## src/rtl/instr_encoder_loader.sv

```systemverilog
// instr_encoder_loader: packs decoded fields into 16-bit instruction words and writes them to consecutive memory addresses.
// Optional HALT_WORD append after the final instruction is enabled by defining ENC_HALT_APPEND_EN.
module instr_encoder_loader #(
    parameter int          ADDR_W    = 8,
    parameter logic [15:0] HALT_WORD = 16'hE000
) (
    input  logic              clk,
    input  logic              reset,
    input  logic              enc_valid,
    output logic              enc_ready,
    input  logic              enc_last,
    input  logic [2:0]        opcode,
    input  logic [1:0]        op,
    input  logic [2:0]        Rn,
    input  logic [2:0]        Rd,
    input  logic [2:0]        Rm,
    input  logic [1:0]        shift,
    input  logic [15:0]       imm,
    input  logic              clear,
    output logic              mem_write,
    output logic [ADDR_W-1:0] mem_addr,
    output logic [15:0]       mem_wdata,
    output logic [ADDR_W:0]   count,
    output logic              full,
    output logic              done,
    output logic              err_imm
);
`ifdef ENC_HALT_APPEND_EN
    typedef enum logic [2:0] {IDLE, WRITE, HALT, DONE, FULL} state_t;
`else
    typedef enum logic [2:0] {IDLE, WRITE, DONE, FULL} state_t;
`endif
    localparam logic [ADDR_W-1:0] LAST_ADDR = '1;
    state_t            state;
    logic [ADDR_W-1:0] addr;
    logic              last_flag;
    logic              is_mov, is_mem, legal;
    logic [15:0]       word;

    assign is_mov = opcode == 3'b110 && op == 2'b10;
    assign is_mem = opcode == 3'b011 || opcode == 3'b100;
    // immediates must survive sign-extension from their field width
    assign legal = is_mov ? (&imm[15:7] | ~|imm[15:7]) :
                   is_mem ? (&imm[15:4] | ~|imm[15:4]) : 1'b1;
    assign word = is_mov ? {opcode, op, Rn, imm[7:0]} :
                  is_mem ? {opcode, op, Rn, Rd, imm[4:0]} :
                  opcode == HALT_WORD[15:13] ? {opcode, op, 11'b0} :
                  {opcode, op, Rn, Rd, shift, Rm};
    assign enc_ready = state == IDLE && !full && !done && !clear;

    always_ff @(posedge clk) begin
        if (!reset) begin
            state     <= IDLE;
            mem_write <= 1'b0;
            mem_addr  <= '0;
            mem_wdata <= '0;
            count     <= '0;
            full      <= 1'b0;
            done      <= 1'b0;
            err_imm   <= 1'b0;
            addr      <= '0;
            last_flag <= 1'b0;
        end else if (clear) begin
            state     <= IDLE;
            mem_write <= 1'b0;
            count     <= '0;
            full      <= 1'b0;
            done      <= 1'b0;
            err_imm   <= 1'b0;
            addr      <= '0;
        end else begin
            mem_write <= 1'b0;
            err_imm   <= 1'b0;
            case (state)
                IDLE: if (enc_valid && enc_ready) begin
                    if (legal) begin
                        state     <= WRITE;
                        mem_write <= 1'b1;
                        mem_addr  <= addr;
                        mem_wdata <= word;
                        last_flag <= enc_last;
                    end else begin
                        err_imm <= 1'b1;
                    end
                end
                WRITE: begin
                    addr  <= addr + 1'b1;
                    count <= count + 1'b1;
                    if (addr == LAST_ADDR) full <= 1'b1;
                    if (last_flag) begin
`ifdef ENC_HALT_APPEND_EN
                        if (addr != LAST_ADDR && mem_wdata[15:13] != HALT_WORD[15:13]) begin
                            state     <= HALT;
                            mem_write <= 1'b1;
                            mem_addr  <= addr + 1'b1;
                            mem_wdata <= HALT_WORD;
                        end else begin
                            state <= DONE;
                            done  <= 1'b1;
                        end
`else
                        state <= DONE;
                        done  <= 1'b1;
`endif
                    end else begin
                        state <= addr == LAST_ADDR ? FULL : IDLE;
                    end
                end
`ifdef ENC_HALT_APPEND_EN
                HALT: begin
                    addr  <= addr + 1'b1;
                    count <= count + 1'b1;
                    if (addr == LAST_ADDR) full <= 1'b1;
                    state <= DONE;
                    done  <= 1'b1;
                end
`endif
                default: ;
            endcase
        end
    end
endmodule

```

## config.mk

```make
export PLATFORM = sky130hd
export DESIGN_NAME = instr_encoder_loader
export DESIGN_NICKNAME = d
export VERILOG_FILES = /design/src/rtl/instr_encoder_loader.sv
export SDC_FILE = /design/constraint.sdc
export NUM_CORES = 1
export LEC_CHECK = 0
export BUFFER_PORTS_ARGS = -buffer_cell sky130_fd_sc_hd__buf_2
export CAP_MARGIN = 20
export CORE_AREA = 8 8 80 82
export CTS_CLUSTER_SIZE = 24
export DETAILED_ROUTE_END_ITERATION = 8
export DIE_AREA = 0 0 88 90
export PLACE_DENSITY = 0.73
export SLEW_MARGIN = 25
export SYNTH_ARGS = -nofsm -noshare
export SYNTH_HDL_FRONTEND = slang
export SYNTH_SLANG_ARGS = --single-unit
export TNS_END_PERCENT = 5
```

## constraint.sdc

```tcl
create_clock -name clk -period 1.9 [get_ports clk]
set_clock_uncertainty 0.05 [all_clocks]
set_input_delay 0.38 -clock clk [delete_from_list [all_inputs] [get_ports clk]]
set_output_delay 0.38 -clock clk [all_outputs]
set_load 0.02 [all_outputs]
```

# Yosys cells after proc, flatten, opt, wreduce, memory -nomap -nowiden
# Index checks and enable logic that the tools add are counted.
[word_totals]
register_bits = 49
out_inout_bits = 38
in_bits = 37
[op_classes]
n_addsub = 2
n_bitwise = 6
mux = 12
n_eq_ne = 9
reduce_logical = 23
[op_table]
columns = ["op", "n"]
rows = [
  ["two-way mux 11 bit", 3],
  ["AND reduction 12 bit", 1],
  ["OR reduction 12 bit", 1],
  ["adder 9 x 1 -> 9 bit (second input constant)", 1],
  ["== test 3 bit (second input constant)", 3],
  ["AND reduction 9 bit", 1],
  ["OR reduction 9 bit", 1],
  ["adder 8 x 1 -> 8 bit (second input constant)", 1],
  ["== test 8 bit (second input constant)", 1],
  ["two-way mux 3 bit", 2],
  ["one-hot mux 3 bit (2 select lines)", 1],
  ["logical AND 1 bit", 5],
  ["zero test 1 bit", 5],
  ["two-way mux 1 bit", 4],
  ["two-way mux 2 bit", 2],
  ["NOT 1 bit", 4],
  ["AND reduction 2 bit", 2],
  ["AND reduction 4 bit", 1],
  ["OR reduction 4 bit", 1],
  ["== test 3 x 1 -> 1 bit (second input constant)", 1],
  ["== test 3 x 2 -> 1 bit (second input constant)", 1],
  ["zero test 3 bit", 1],
  ["AND reduction 3 bit", 1],
  ["== test 2 bit (second input constant)", 1],
  ["6 further kinds", 7],
]

# Logic depth before layout (Yosys ltp)
# Gate-level depths: netlist of run 1.
[depth]
depth_word = 8
depth_mapped = 7

# Worst setup path after synthesis of run 1
# No wires, ideal clock.
[synth_timing]
kind = "register -> register"
start = "register done"
end = "register mem_wdata[6]"
stages_incl_launch_ff = 8
setup_time_ps = 72
path_slack_ps = -159
t_arrival_ps = 1937
period_less_slack_ps = 2059
cell_sequence = "dfxtp_1 > or4_1 > nor2_2 > nand2_1 > a211oi_2 > buf_6 > buf_12 > mux2i_1"
[synth_between]
elab_chain_cells = 5
[synth_rtl]
columns = ["element", "line_no", "text"]
rows = [
  ["start: declaration", "25", "output logic done,"],
  ["start signal: assignment", "59", "done <= 1'b0;"],
  ["start signal: assignment", "68", "done <= 1'b0;"],
  ["start signal: assignment", "103", "done <= 1'b1;"],
  ["zero test 1 bit", "49", "assign enc_ready = state == IDLE && !full && !done && !clear;"],
  ["logical AND 1 bit (2 in series)", "49", ""],
  ["named net enc_ready", "10", "output logic enc_ready,"],
  ["logical AND 1 bit", "75", "IDLE: if (enc_valid && enc_ready) begin"],
  ["AND reduction 4 bit (no line)", "-", ""],
  ["end signal: assignment", "80", "mem_wdata <= word;"],
  ["end: declaration", "22", "output logic [15:0] mem_wdata,"],
]
# The timed path passes the listed nets, and every way through them passes these cells.
# A chain may end at the register's enable or synchronous reset.

# Worst setup path after layout of run 1
[layout_timing]
start = "input imm[7]"
end = "register mem_wdata[0]"
[layout_between]
elab_chain_cells = 6
[layout_rtl]
columns = ["element", "line_no", "text"]
rows = [
  ["start: declaration", "18", "input logic [15:0] imm,"],
  ["OR reduction 12 bit", "44", "is_mem ? (&imm[15:4] | ~|imm[15:4]) : 1'b1;"],
  ["zero test 1 bit", "44", ""],
  ["bitwise OR 1 bit", "44", ""],
  ["two-way mux 1 bit", "44", ""],
  ["two-way mux 1 bit *", "43", "assign legal = is_mov ? (&imm[15:7] | ~|imm[15:7]) :"],
  ["AND reduction 4 bit (no line) *", "-", ""],
]
# Every way passes the cells marked *; elsewhere a longest branch is shown, timed or not.

==> results.json, run 1 <==
{
  "syn_avg_cell_area_um2": 8.81,
  "multi_input_area_mm2": 0.00119,
  "r2r_start": "done$_SDFFE_PP0P_",
  "power.density_cell_area_mw_per_mm2": 633,
  "setup_viol": 1,
  "worst_endpoint_required_time_ns": 2.07,
  "stdcell_count": 411,
  "max_slew.worst_pin.slew_ns": 0.374,
  "routedWlPerCell_um": 13.2,
  "relative_contribution_of_the_clock_network_to_total_power_pct": 29.2,
  "tritoncts": "yes",
  "initial_standard_cell_utilization_of_the_core_pct": 42.6,
  "filler_cell_count": 504,
  "reg2reg_depth": 7,
  "synth_compound_gate_area_share_pct": 7.47,
  "critPathCaptureType": "flip-flop",
  "hold_path_cells": 3,
  "clock_latency_ns": 0.28,
  "number_of_buffers_created_by_cts": 5,
  "internal_power_mw": 1.39,
  "finalPower_mw": 1.85,
  "start_kind": "primary input",
  "synth.largest_area_cell": "sky130_fd_sc_hd__dfxtp_1",
  "switching_share_pct": 24.6,
  "antenna_violations_before_repair": 0,
  "yosysUniqueCellTypes": 33,
  "globalRouteOverflowTotal": 0,
  "holdPathEnd": "last_flag$_SDFFE_PN0P_",
  "setup_ws_ns": -0.000242,
  "criticalPathCategory": "in2reg",
  "syn_area_mm2": 0.00223,
  "global_route_wire_length_before_repair_mm": 8.91,
  "period_minus_slack_ns": 1.90,
  "quantity_of_hold_fixing_buffers_added_after_cts": 0,
  "via_count": 1991,
  "finalWeightedCongestion": 0.760,
  "synth_seq_area_share_pct": 43.1,
  "grt_start_max_net_pins": 33,
  "largest_family_of_logic_cells_by_synthesized_area": "simple AND/OR/NAND/NOR gates",
  "chipHeight_um": 90,
  "dr.first_iter.drc_count": 68,
  "cts_max_path_buffers": 2,
  "power.leakage_nw": 1.30,
  "p_seq_share_pct": 56.1,
  "critical_path.reg2reg.endpoint": "mem_wdata[0]$_SDFFE_PN0P_",
  "dp.cells": 402,
  "rsz0062_at_grt": "yes",
  "firstDrtPassIters": 4,
  "core_region_area_mm2": 0.00524,
  "floorplan.die_area_mm2": 0.00792,
  "placement_rows": 27,
  "dr_vias_cell": 4.84,
  "power.share.combinational_pct": 14.7,
  "cts_root_buf": "sky130_fd_sc_hd__clkbuf_8",
  "sinks_on_clock_net": 48,
  "fmax_achieved_mhz": 526,
  "synthesis.instances": 253,
  "detail_route.wirelength_mm": 5.42,
  "synth-adder-area-share_pct": 1.12,
  "slew_viol_final": 0,
  "p_sw_uw": 454,
  "antenna_violating_nets_post_route": 0,
  "num_antenna_cells": 0,
  "timing.critical_path.fanout_max": 13,
  "post_synth_xor_area_fraction_pct": 5.11,
  "synth_top_cell_area_share_pct": 43.1,
  "synth_top_cells_by_area": "sky130_fd_sc_hd__dfxtp_1 (43%), sky130_fd_sc_hd__mux2i_1 (13%), sky130_fd_sc_hd__nand2_1 (9.1%)",
  "drive_above_1_share_pct": 33.0,
  "hold_start": "enc_last",
  "reg2reg_setup_slack_ns": 0.02,
  "clk_transition_reported_paths_ns": 0.09,
  "buffer_ports.inserted": 74,
  "mux_contribution_to_synthesized_area_pct": 12.6,
  "yosys_warnings": 0,
  "vdd.ir_drop.worst_mv": 0.340,
  "fp.dieW_um": 88,
  "area.sequential_um2": 963,
  "run_status": "finished, violations left",
  "synth.ff_latch_count": 48,
  "dpl.hpwl_mm": 4.02,
  "violations": "setup timing",
  "final_layout_net_count": 380,
  "first_global_vias": 1986,
  "synth.net_count": 292,
  "critPathArrivalTime_ns": 2.07,
  "layout-area-overhead-vs-synth_pct": 30.9,
  "maximum_level_of_the_cts_h_tree": 2,
  "design.portCount": 75,
  "class_of_the_worst_hold_path": "in2reg",
  "max-cap-violations": 0,
  "remaining_drc_errors": 0,
  "final.period_utilization_pct": 100,
  "timing.final.hold_violations": 0,
  "slew_headroom_pct": 75.0,
  "grtUsageTotal_pct": 13.5,
  "synthSimpleGateAreaFrac_pct": 25.8
}
## cells in the mapped netlist, drive strengths merged
library cell	instances
xnor2	3
nand4	7
xor2	10
dfxtp	48
a21boi	6
nand3b	1
nand2	54
mux2i	28
clkbuf	10
nor2b	1
a211o	1
and3	3
nor2	22
a211oi	1
nand2b	3
or4	4
nand3	5
o21ai	12
or3	2
and2	3
a21oi	6
nor3	5
and4	7
buf	4
inv	4
o211a	1
ha	2
## critical path, stage by stage
cell and delay, ns:
sky130_fd_sc_hd__buf_2 0.12, sky130_fd_sc_hd__or4_4 0.52, sky130_fd_sc_hd__nor3_2 0.21, sky130_fd_sc_hd__nor3_2 0.08, sky130_fd_sc_hd__a211oi_4 0.22, sky130_fd_sc_hd__buf_6 0.16
sky130_fd_sc_hd__clkbuf_16 0.18, sky130_fd_sc_hd__mux2i_1 0.19
## cell type report
class,count,share of cell area [%]
Inverter,4,0.515
Sequential cell,48,33.0
Tap cell,72,3.09
Multi-Input combinational cell,187,40.9
Timing Repair Buffer,95,20.1
Clock buffer,5,2.36
## cell families (layout without fill, tap and decap cells)
logic type	after synthesis	after routing
AND/OR/NAND/NOR	117	117
flip-flops	48	48
multiplexers	28	28
AO/OA/AOI/OAI	27	27
buffers and inverters	18	104
XOR/XNOR	13	13
adder cells (fa/ha/maj)	2	2
## worst max path at each step
stage | from | endpoint | slack, ns
after detailed placement | imm[7] | mem_addr[6]$_SDFFE_PN0P_ | -0.28
after global routing | done$_SDFFE_PP0P_ | mem_wdata[0]$_SDFFE_PN0P_ | -0.03
final | imm[7] | mem_wdata[0]$_SDFFE_PN0P_ | -0.0002
after floorplan | imm[7] | mem_wdata[6]$_SDFFE_PN0P_ | -0.06
after CTS | done$_SDFFE_PP0P_ | enc_ready | 0.007
after global placement | imm[7] | mem_wdata[2]$_SDFFE_PN0P_ | -0.23
## placed cells by master, fill, tap and decap left out
cell type	n
sky130_fd_sc_hd__buf_4	17
sky130_fd_sc_hd__xnor2_1	3
sky130_fd_sc_hd__nand3_1	5
sky130_fd_sc_hd__and4_1	7
sky130_fd_sc_hd__buf_6	2
sky130_fd_sc_hd__a211oi_4	1
sky130_fd_sc_hd__and2_1	3
sky130_fd_sc_hd__inv_1	4
sky130_fd_sc_hd__nor2_1	21
sky130_fd_sc_hd__clkbuf_8	5
sky130_fd_sc_hd__a21boi_0	6
sky130_fd_sc_hd__nand4_1	7
sky130_fd_sc_hd__dfxtp_2	2
sky130_fd_sc_hd__nand2_1	54
sky130_fd_sc_hd__buf_2	73
sky130_fd_sc_hd__o21ai_1	1
sky130_fd_sc_hd__or3_1	2
sky130_fd_sc_hd__mux2i_2	1
sky130_fd_sc_hd__buf_12	1
sky130_fd_sc_hd__nor3_2	2
sky130_fd_sc_hd__nand3b_1	1
sky130_fd_sc_hd__o211a_1	1
sky130_fd_sc_hd__nand2b_1	3
sky130_fd_sc_hd__ha_1	2
sky130_fd_sc_hd__dfxtp_1	46
sky130_fd_sc_hd__nor2b_1	1
sky130_fd_sc_hd__a21oi_1	6
sky130_fd_sc_hd__mux2i_1	27
sky130_fd_sc_hd__nor3_4	1
sky130_fd_sc_hd__a211o_1	1
sky130_fd_sc_hd__o21ai_0	11
sky130_fd_sc_hd__or4_4	4
sky130_fd_sc_hd__xor2_1	10
sky130_fd_sc_hd__clkbuf_16	2
sky130_fd_sc_hd__and3_1	3
sky130_fd_sc_hd__nor2_4	1
sky130_fd_sc_hd__nor3_1	2
## sequential cells by signal, summed over array words and instances (netlist names)
name,flops
mem_wdata,16
count,9
mem_addr,8
last_flag,1
addr,8
mem_write,1
err_imm,1
state,2
done,1
full,1
## metrics by stage
stage               hold slack, ns  worst slack (ns)  cell area [um^2]    TNS, ns  utilization (%)
floorplan                    0.403           -0.0613              2250      -1.13                -
global placement             0.391            -0.235              2770      -5.97             52.9
detailed placement           0.394            -0.277              2770      -6.81             52.9
CTS                          0.278           0.00670              2850          0             54.5
global route                 0.271           -0.0334              2920     -0.419             55.7
finish                       0.283         -0.000242              2920  -0.000242             55.7
## layer usage
layer	wire [um]	up-vias	global-route usage [%]
li1	-	1037	-
met1	2400	897	15.3
met2	2570	55	22.4
met3	415	2	5.55
met4	29	0	3.73
met5	0	-	0
## what timing repair did
action | CTS | global route
cloned | 0 | 2
buffers inserted | 1 | 1
gates resized for setup | 2 | 2
pin swaps | 2 | 1
setup endpoints to repair | 1 | 27
## power groups by stage
stage	combinational [mW]	clock (mW)	sequential [mW]
detailed placement	0.253	0	1.06
floorplan	0.130	0	1.08
finish	0.272	0.539	1.04
global placement	0.249	0	1.06
global route	0.297	0.592	1.04
CTS	0.255	0.557	1.04
(Power assumes the default switching activity.)
==> run 2, diff against run 1 <==
Settings changed: GPL_TIMING_DRIVEN set to 0, HOLD_SLACK_MARGIN set to 0.12.
==> results.json, run 2 (synthesis results as in run 1) <==
{
  "grtUsageTotal_pct": 14.3,
  "detail_route.wirelength_mm": 5.52,
  "timing.critical_path.cells": "or4_4 > nor2_4 > nand2_2 > a211oi_2 > buf_6 > clkbuf_16 > mux2i_1",
  "class_of_the_worst_hold_path": "in2reg",
  "routedWlPerCell_um": 13.5,
  "fp.dieW_um": 88,
  "largest_registers": "mem_wdata (16), count (9)",
  "dr_vias_cell": 4.92,
  "timing.critical_path.fanout_max": 8,
  "slew_viol_final": 0,
  "start_kind": "flip-flop",
  "power.leakage_nw": 1.27,
  "final_common_cell": "sky130_fd_sc_hd__buf_2",
  "crit_path_top_delay_cell": "sky130_fd_sc_hd__or4_4",
  "num_antenna_cells": 0,
  "layout-area-overhead-vs-synth_pct": 30.4,
  "criticalPathCategory": "reg2reg",
  "placedInstanceArea_mm2": 0.00271,
  "power.share.combinational_pct": 13.4,
  "buffers_inverters_on_critical_path": 2,
  "rsz0062_at_grt": "yes",
  "floorplan.die_area_mm2": 0.00792,
  "area.sequential_um2": 965,
  "critPathArrivalTime_ns": 2.06,
  "run_status": "complete, no violations",
  "slew_headroom_pct": 67.4,
  "fmax_achieved_mhz": 528,
  "fin_util_pct": 55.5,
  "clk_transition_reported_paths_ns": 0.09,
  "setup_viol": 0,
  "final.period_utilization_pct": 99.7,
  "power.density_cell_area_mw_per_mm2": 688,
  "placement_rows": 27,
  "cts_root_buf": "sky130_fd_sc_hd__clkbuf_8",
  "global_route_wire_length_before_repair_mm": 9.32,
  "remaining_drc_errors": 0,
  "critPathCaptureType": "flip-flop",
  "maximum_level_of_the_cts_h_tree": 2,
  "initial_standard_cell_utilization_of_the_core_pct": 42.6,
  "switching_share_pct": 23.6,
  "stdcell_count": 410,
  "max-cap-violations": 0,
  "timing.critical_path.slowest_cell_delay_ns": 0.52,
  "final_layout_net_count": 378,
  "via_count": 2016,
  "globalRouteOverflowTotal": 0,
  "clock_latency_ns": 0.29,
  "worst_path_dominant_cell_family": "simple AND/OR/NAND/NOR gates",
  "largest_register": "mem_wdata",
  "antenna_violations_before_repair": 0,
  "internal_power_mw": 1.53,
  "multi_input_area_mm2": 0.00119,
  "antenna_violating_nets_post_route": 0,
  "drive_above_1_share_pct": 31.1,
  "relative_contribution_of_the_clock_network_to_total_power_pct": 34.8,
  "firstDrtPassIters": 4,
  "worst_endpoint_required_time_ns": 2.07,
  "p_seq_share_pct": 51.8,
  "final_instance_area_mm2": 0.00291,
  "design.portCount": 75,
  "quantity_of_hold_fixing_buffers_added_after_cts": 0,
  "chipHeight_um": 90,
  "layout.cells.most_common_list": "sky130_fd_sc_hd__buf_2 (73), sky130_fd_sc_hd__nand2_1 (53), sky130_fd_sc_hd__dfxtp_1 (45)",
  "dr.first_iter.drc_count": 77,
  "max_slew.worst_pin.slew_ns": 0.489,
  "grt_start_max_net_pins": 14,
  "filler_cell_count": 510,
  "tritoncts": "yes",
  "finalWeightedCongestion": 0.783,
  "largest_register_ff_count": 16,
  "first_global_vias": 2031,
  "dp.cells": 398,
  "fin_hold_ws_ns": 0.281,
  "sinks_on_clock_net": 48,
  "p_sw_uw": 472,
  "dpl.hpwl_mm": 4.19,
  "period_minus_slack_ns": 1.89,
  "number_of_buffers_created_by_cts": 5,
  "cts_max_path_buffers": 2,
  "vdd.ir_drop.worst_mv": 0.468,
  "core_region_area_mm2": 0.00524,
  "timing.final.hold_violations": 0,
  "buffer_ports.inserted": 73
}
-- run 2: metal layers --
| layer | vias up | track usage [%] | share of wire (%) |
|---|---|---|---|
| li1 | 1032 | - | - |
| met1 | 910 | 16.5 | 44 |
| met2 | 67 | 23.4 | 46 |
| met3 | 7 | 5.55 | 8.3 |
| met4 | 0 | 4.30 | 1.0 |
| met5 | - | 0 | 0 |
-- run 2: timing repair --
| action | in CTS | in global routing |
|---|---|---|
| pin swaps | 0 | 5 |
| setup endpoints to repair | 21 | 28 |
| gates resized for setup | 1 | 6 |
| setup buffers | 3 | 1 |
| cloned | 0 | 2 |
-- run 2: layout make-up --
class                           instances  area share, %
Sequential cell                        48           33.2
Timing Repair Buffer                   79           15.5
Multi-Input combinational cell        187           41.1
Buffer                                 14           3.23
Tap cell                               72           3.10
Clock buffer                            5           2.37
Clock inverter                          1           1.03
Inverter                                4          0.517
-- run 2: worst paths after layout --
kind,slack (ns),from,to,cells past startpoint
worst min-delay path,0.28,Rn[0],mem_wdata[8]$_SDFFE_PN0P_,3
worst max register to register,0.005,done$_SDFFE_PP0P_,mem_addr[4]$_SDFFE_PN0P_,7
worst max-delay path,0.005,done$_SDFFE_PP0P_,mem_addr[4]$_SDFFE_PN0P_,7
worst min register to register,0.41,mem_addr[0]$_SDFFE_PN0P_,mem_addr[0]$_SDFFE_PN0P_,2
-- run 2: power by group through the flow --
stage | sequential, mW | combinational [mW] | clock (mW)
2_1_floorplan | 1.08 | 0.130 | 0
3_3_place_gp | 1.06 | 0.241 | 0
3_5_place_dp | 1.06 | 0.244 | 0
4_1_cts | 1.04 | 0.251 | 0.711
5_1_grt | 1.04 | 0.294 | 0.755
6_report | 1.04 | 0.268 | 0.695
-- run 2: metrics by stage --
stage / worst slack, ns / setup TNS [ns] / total power [mW]
6_report: 0.00546 / 0 / 2.00
5_1_grt: -0.108 / -2.05 / 2.09
4_1_cts: -0.0220 / -0.0326 / 2.00
3_5_place_dp: -0.328 / -6.96 / 1.30
3_3_place_gp: -0.286 / -6.32 / 1.30
2_1_floorplan: -0.0613 / -1.13 / 1.21
-- run 2: worst register-to-register path, delay by kind of cell, from the launching register on --
family                 cells  cell delay (ns)
AO/OA/AOI/OAI              1             0.21
buffers and inverters      2             0.37
flip-flops                 1             0.34
multiplexers               1             0.17
AND/OR/NAND/NOR            3             0.70
